### config.mk
export PLATFORM = sky130hd
export DESIGN_NAME = dpram_fifo_ctrl
export DESIGN_NICKNAME = d
export VERILOG_FILES = /design/src/rtl/dpram_fifo_ctrl.sv
export SDC_FILE = /design/constraint.sdc
export NUM_CORES = 1
export LEC_CHECK = 0
export ABC_AREA = 1
export BUFFER_PORTS_ARGS = -buffer_cell sky130_fd_sc_hd__buf_2
export CAP_MARGIN = 20
export CORE_ASPECT_RATIO = 1.2
export CORE_MARGIN = 8
export CORE_UTILIZATION = 40
export DETAILED_ROUTE_END_ITERATION = 16
export SETUP_SLACK_MARGIN = 0.02
export SYNTH_ARGS = -nofsm -noshare
export SYNTH_HDL_FRONTEND = slang
export SYNTH_SLANG_ARGS = --single-unit
### constraint.sdc
create_clock -name clk -period 5.7 [get_ports clk]
set_input_delay 0 -clock clk [delete_from_list [all_inputs] [get_ports clk]]
set_output_delay 0 -clock clk [all_outputs]
set_load 0.03 [all_outputs]
### src/rtl/dpram_fifo_ctrl.sv
// dpram_fifo_ctrl: valid/ready FIFO controller in front of a dual-port RAM with a 2-entry read buffer.
// Optional high-water-mark tracking is enabled by defining DPRAM_FIFO_HWM_EN.
module dpram_fifo_ctrl #(
  parameter int data_width = 8,
  parameter int addr_width = 6
) (
  input  logic                  clk,
  input  logic                  rst,
  input  logic                  s_valid,
  output logic                  s_ready,
  input  logic [data_width-1:0] s_data,
  output logic                  m_valid,
  input  logic                  m_ready,
  output logic [data_width-1:0] m_data,
  output logic                  ram_a,
  output logic [addr_width-1:0] ram_addr_a,
  output logic [data_width-1:0] ram_data_a,
  output logic                  ram_b,
  output logic [addr_width-1:0] ram_addr_b,
  input  logic [data_width-1:0] ram_rdata_b,
  output logic [addr_width+1:0] count,
  output logic                  full,
  output logic                  empty
`ifdef DPRAM_FIFO_HWM_EN
  ,
  input  logic                  hwm_clr,
  output logic [addr_width+1:0] hwm
`endif
);
  logic [addr_width:0]   r_wr_ptr, r_rd_ptr;
  logic                  r_inflight;
  logic [1:0]            r_buf_cnt;
  logic [data_width-1:0] r_buf0, r_buf1;
  logic [addr_width:0]   w_mem_cnt;
  logic                  w_push, w_pop, w_issue;
  logic [2:0]            w_occ;
  logic [1:0]            w_tail;
  assign w_mem_cnt  = r_wr_ptr - r_rd_ptr;
  assign full       = w_mem_cnt[addr_width];
  assign s_ready    = ~full;
  assign w_push     = s_valid & s_ready;
  assign m_valid    = r_buf_cnt != 2'd0;
  assign m_data     = r_buf0;
  assign w_pop      = m_valid & m_ready;
  // occupancy the buffer will reach once the outstanding read lands
  assign w_occ      = {1'b0, r_buf_cnt} + {2'b0, r_inflight} - {2'b0, w_pop};
  assign w_issue    = (w_mem_cnt != '0) && (w_occ < 3'd2);
  assign w_tail     = r_buf_cnt - {1'b0, w_pop};
  assign ram_a      = w_push;
  assign ram_addr_a = r_wr_ptr[addr_width-1:0];
  assign ram_data_a = s_data;
  assign ram_b      = 1'b0;
  assign ram_addr_b = r_rd_ptr[addr_width-1:0];
  assign count      = {1'b0, w_mem_cnt} + {{(addr_width+1){1'b0}}, r_inflight} + {{addr_width{1'b0}}, r_buf_cnt};
  assign empty      = count == '0;
  always_ff @(posedge clk) begin
    if (rst) begin
      r_wr_ptr   <= '0;
      r_rd_ptr   <= '0;
      r_inflight <= 1'b0;
      r_buf_cnt  <= '0;
      r_buf0     <= '0;
      r_buf1     <= '0;
    end else begin
      r_wr_ptr   <= r_wr_ptr + {{addr_width{1'b0}}, w_push};
      r_rd_ptr   <= r_rd_ptr + {{addr_width{1'b0}}, w_issue};
      r_inflight <= w_issue;
      r_buf_cnt  <= w_occ[1:0];
      r_buf0     <= (r_inflight && w_tail == 2'd0) ? ram_rdata_b : w_pop ? r_buf1 : r_buf0;
      r_buf1     <= (r_inflight && w_tail == 2'd1) ? ram_rdata_b : r_buf1;
    end
  end
`ifdef DPRAM_FIFO_HWM_EN
  logic [addr_width+1:0] w_count_nxt;
  assign w_count_nxt = count + {{(addr_width+1){1'b0}}, w_push} - {{(addr_width+1){1'b0}}, w_pop};
  always_ff @(posedge clk) begin
    if (rst) hwm <= '0;
    else if (hwm_clr) hwm <= count;
    else if (w_count_nxt > hwm) hwm <= w_count_nxt;
  end
`endif
endmodule

### Word level (Yosys, flattened, before mapping)

Index checks and enable logic that the tools add are counted.

| storage, ports and cells | value |
|---|---|
| flip-flop bits (word level) | 33 |
| bits in latches | 0 |
| bits in writable memories | 0 |
| memory bits (read-only) | 0 |
| bits of input ports | 20 |
| memories | 0 |

| operators by class | value |
|---|---|
| $add $sub $neg | 8 |
| multipliers | 0 |
| divide/modulo/power cells | 0 |
| $lt $le $gt $ge | 1 |
| equal/unequal tests | 1 |
| shifts and indexed selects | 0 |
| mux-type cells | 2 |
| bitwise logic cells | 3 |
| reduce and logical (&&, ||, !) cells | 8 |

Operators with widths:

| operator | number |
|---|---|
| $mux W8 | 2 |
| $add A7 B1 Y7 | 2 |
| $add A7 B1 Y8 | 1 |
| $add A8 B2 Y8 | 1 |
| $logic_not A8 Y1 | 1 |
| $reduce_bool A7 Y1 | 1 |
| $sub A7 B7 Y7 | 1 |
| $reduce_bool A2 Y1 | 2 |
| $add A2 B1 Y3 | 1 |
| $logic_and A1 B1 Y1 | 3 |
| $lt A3 B2 Y1 const B | 1 |
| $sub A3 B1 Y3 | 1 |
| $and A1 B1 Y1 | 2 |
| $eq A2 B1 Y1 const B | 1 |
| $logic_not A2 Y1 | 1 |
| $sub A2 B1 Y2 | 1 |
| $not A1 Y1 | 1 |

### Longest topological paths before layout

| logic depth | value |
|---|---|
| depth after elaboration | 6 |
| mapped depth | 23 |

### Least setup slack after synthesis

Ideal clock, no wire load.

| timing | value |
|---|---|
| path kind | flip-flop to flip-flop |
| start | reg r_buf_cnt[1] |
| end | reg r_rd_ptr[6] |
| setup time | 115 ps |
| arrival time | 3,027 ps |
| data required time | 5,585 ps |
| setup slack | 2,558 ps |
| stages on the path, launching flop included | 23 |
| path buffers | 0 |
| cell sequence | dfxtp_1 > inv_1 > nand2_2 > nand2_1 > inv_1 > ha_1 > inv_1 > ha_1 > inv_1 > fa_1 > o21ai_0 > a21oi_1 > nand2_1 > inv_1 > ha_1 > ha_1 > nand2_1 > nor2_1 > inv_1 > nor2_1 > nand3_1 > nand2_1 > nor2_1 |

| between the ends | value |
|---|---|
| longest elaborated chain between the ends | 6 |

Ends and longest elaborated chain:

| item | RTL line | source |
|---|---|---|
| start: declaration | 32 | `logic [1:0] r_buf_cnt;` |
| start signal: assignment | 68 | `r_buf_cnt <= w_occ[1:0];` |
| $reduce_bool A2 Y1 | 42 | `assign m_valid = r_buf_cnt != 2'd0;` |
| via m_valid | 12 | `output logic m_valid,` |
| $and A1 B1 Y1 | 44 | `assign w_pop = m_valid & m_ready;` |
| $sub A3 B1 Y3 | 46 | `assign w_occ = {1'b0, r_buf_cnt} + {2'b0, r_inflight} - {2'b0, w_pop};` |
| $lt A3 B2 Y1 | 47 | `assign w_issue = (w_mem_cnt != '0) && (w_occ < 3'd2);` |
| $logic_and A1 B1 Y1 | 47 |  |
| via w_issue | 35 | `logic w_push, w_pop, w_issue;` |
| $add A7 B1 Y7 | 66 | `r_rd_ptr <= r_rd_ptr + {{addr_width{1'b0}}, w_issue};` |
| end signal: assignment | 66 |  |
| end: declaration | 30 | `logic [addr_width:0] r_wr_ptr, r_rd_ptr;` |

The timed path passes the listed nets, and every way through them passes these cells.
A chain may end at the register's enable or synchronous reset.

### Worst setup path in the final report

| timing | value |
|---|---|
| start | reg r_buf_cnt[1] |
| end | reg r_rd_ptr[6] |

| between the ends | value |
|---|---|
| longest elaborated chain between the ends | 6 |

Ends and longest elaborated chain:

| item | RTL line |
|---|---|
| branches (longest 2 deep; another with $add A2 B1 Y3) | - |
| $sub A3 B1 Y3 * | 46 |
| $lt A3 B2 Y1 * | 47 |
| $logic_and A1 B1 Y1 * | 47 |
| via w_issue | 35 |
| $add A7 B1 Y7 * | 66 |

Mark *: on every way through the listed nets, which the timed path passes.

==> flow_metrics.py <==
metrics = {
    "power_and_ir_drop": {
        "p_int_uw": 733,
        "p_leak_uw": 0.00133,
        "peakVddDrop_v": 0.000277,
        "p_sw_share_pct": 51.2,
        "p_comb_share_pct": 63.8,
        "switching_power_uw": 768,
        "power_uw": 1500,
        "power_density_mw_per_mm2": 599,
        "clkPwrFrac_pct": 15.1,
        "power_frac_seq_pct": 21.1,
    },
    "yosys": {
        "synth_fp_nets": 355,
        "netlist_area_mm2": 0.00219,
        "ys.warnings.count": 0,
        "synth_flop_cell": "dfxtp_1",
        "postSynthAreaPerCell_um2": 6.92,
        "synth-edff-count": 0,
        "netlist_instances": 317,
        "ys_seq_area_share_pct": 30.1,
        "synth_seq_cells": 33,
        "async_reset_ff_share_pct": 0,
        "synth.largest_area_cell": "dfxtp_1",
        "synth.distinct_cells": 29,
        "synth_top_cell_area_share_pct": 30.1,
        "synth.area.top_cells": "dfxtp_1, nand2_1, inv_1, ha_1, buf_4",
    },
    "final_layout": {
        "area_growth_pct": 14.3,
        "final_cell_mix": "nand2_1, inv_1, buf_2, nor2_1, dfxtp_1",
        "drive_gt1_share_pct": 18.2,
        "antenna_cells": 0,
        "finalNetCount": 389,
        "layout_commonest_cell": "nand2_1",
        "fin_cells": 414,
    },
    "placement": {
        "port-buffer-count": 44,
        "dp.cells": 398,
        "place.gp.congestion": 0.769,
        "hpwl_um": 3940,
    },
    "critical_path": {
        "crit_arrival_ps": 3470,
        "required_ps": 5880,
        "startpoint_type": "flop",
        "endpoint_kind": "flop",
        "crit_fanout": 6,
        "reg2reg_slack_ps": 2410,
        "rr_worst_depth": 22,
        "critPathKind": "flop to flop",
    },
    "die": {
        "top_level_ports": 62,
        "fp-row-count": 29,
        "coreArea_mm2": 0.00530,
        "die_w_um": 83.6,
        "start_util_pct": 41.4,
        "fp.dieArea_mm2": 0.00812,
        "die_y_um": 97.1,
    },
    "cts": {
        "cts.sinks": 33,
        "root_buffer": "clkbuf_8",
        "cts_resized": 0,
        "cts_tree": "built",
        "insertion_delay_ps": 280,
        "clock_path_buffers": 2,
        "cts_buffers": 5,
        "postCtsHoldBufs": 8,
        "clk_pin_slew_ps": 70,
        "post_cts_buffers": 0,
        "ctsHtreeMaxLevel": 2,
    },
    "routing": {
        "ant_nets": 0,
        "met1Wirelength_um": 2110,
        "highest_layer": "met4",
        "drt-total-wl_um": 4910,
        "avgViaCountPerCell": 4.74,
        "dr_wl_met2_um": 2430,
        "routedWlPerCell_um": 11.9,
        "initialDrtViolationCount": 92,
        "vias": 1963,
        "dr_wl_met3_um": 282,
        "remaining_drc_errors": 0,
        "dr.pass1.iters": 4,
    },
    "global_routing": {
        "grt_max_degree": 18,
        "grt-ovfl-total": 0,
        "grt_pass1_vias": 1980,
        "grt_usage_pct": 12.5,
        "antenna_found_initial": 0,
        "grt_pass1_wl_um": 8660,
    },
    "job": {
        "cap_violations": 0,
    },
    "sta": {
        "slew_violations": 0,
        "hold_ws_ps": 0.0132,
        "fin_skew_ps": 5.16,
        "period_share_pct": 57.8,
        "worst_pin_slew_ps": 883,
        "rsz0062_at_grt": "false",
        "setup_viol": 0,
        "relSlewSlack_pct": 40.7,
        "clock.fmax_mhz": 304,
        "fin_crit_ps": 3290,
        "fin_tns_setup_ps": 0,
        "finalHoldViolations": 0,
    },
    "run_status": {
        "status": "finished, final reports clean",
    },
    "worst_hold_path": {
        "hp-class": "input pin to output pin",
        "worst_hold_path.num_cells": 0,
    },
}
## cells in the mapped netlist (4+ instances only)
cell type   n
nor2_1     42
a21oi_1    17
inv_1      48
nor3_1      5
o21bai_1    6
dfxtp_1    33
nand3_1    25
nand2_1    55
fa_1        4
o21ai_0    19
ha_1       14
buf_4      21
## power groups by stage
| stage | Combinational (uW) | Sequential [uW] | Clock [uW] |
|---|---|---|---|
| after floorplan | 741 | 347 | 0 |
| after global placement | 960 | 322 | 0 |
| after detailed placement | 969 | 323 | 0 |
| after CTS | 976 | 318 | 235 |
| after global routing | 1090 | 324 | 245 |
| final | 958 | 316 | 227 |
## routing by layer
metal,vias up,track usage (%)
met5,-,0
met4,0,4.79
met3,7,4.03
met2,38,22.4
met1,869,13.1
li1,1049,-
## cell families (layout without fill, tap and decap cells)
group           after synthesis  count (layout)  synth area share [%]
simple gates                142             142                  28.9
flops                        33              33                  30.1
fa+ha+maj                    18              18                  11.6
xor+xnor                      2               2                 0.799
other cells                   1               1                 0.171
compound gates               45              45                  11.4
buf+inv                      76             111                  17.0
## layout make-up
class / count / area (um^2)
clock inverter: 1 / 30.0
sequential: 33 / 661
multi-input combinational: 208 / 1160
clock buffer: 7 / 86.3
inverter: 51 / 193
timing repair buffer: 52 / 300
tap: 62 / 77.6
fill: 545 / 2790
## state kept, by name (all words and copies together) (netlist names)
name and count:
r_inflight 1, r_rd_ptr 7, r_buf1 8, r_wr_ptr 7
r_buf_cnt 2, m_data 8
## worst paths after layout
path,from,to
worst min register to register,m_data[0],m_data[0]
worst max register to register,r_buf_cnt[1],r_rd_ptr[6]
worst max-delay path,r_buf_cnt[1],r_rd_ptr[6]
worst min-delay path,s_data[3],ram_data_a[3]
## per-stage QoR
step	cell area [um^2]	utilization, %	setup WS (ps)
2_1_floorplan	2190	-	2560
3_3_place_gp	2310	43.6	2530
3_5_place_dp	2310	43.6	2380
4_1_cts	2510	47.3	2370
5_1_grt	2510	47.3	2070
6_report	2510	47.3	2410
## critical path: stages, from the launching register on
cell and delay, ps:
dfxtp_1 470, inv_1 110, nand2_2 70, nand2_1 80, inv_1 160, ha_1 270, inv_1 110, ha_1 160
inv_1 50, fa_1 490, o21ai_0 90, a21oi_1 150, nand2_1 90, inv_1 60, ha_1 160, ha_1 160
nand2_1 70, nor2_1 90, inv_1 60, nor2_1 120, nand3_1 80, nand2_1 60, nor2_1 40
Power figures use the tool's default switching activity.
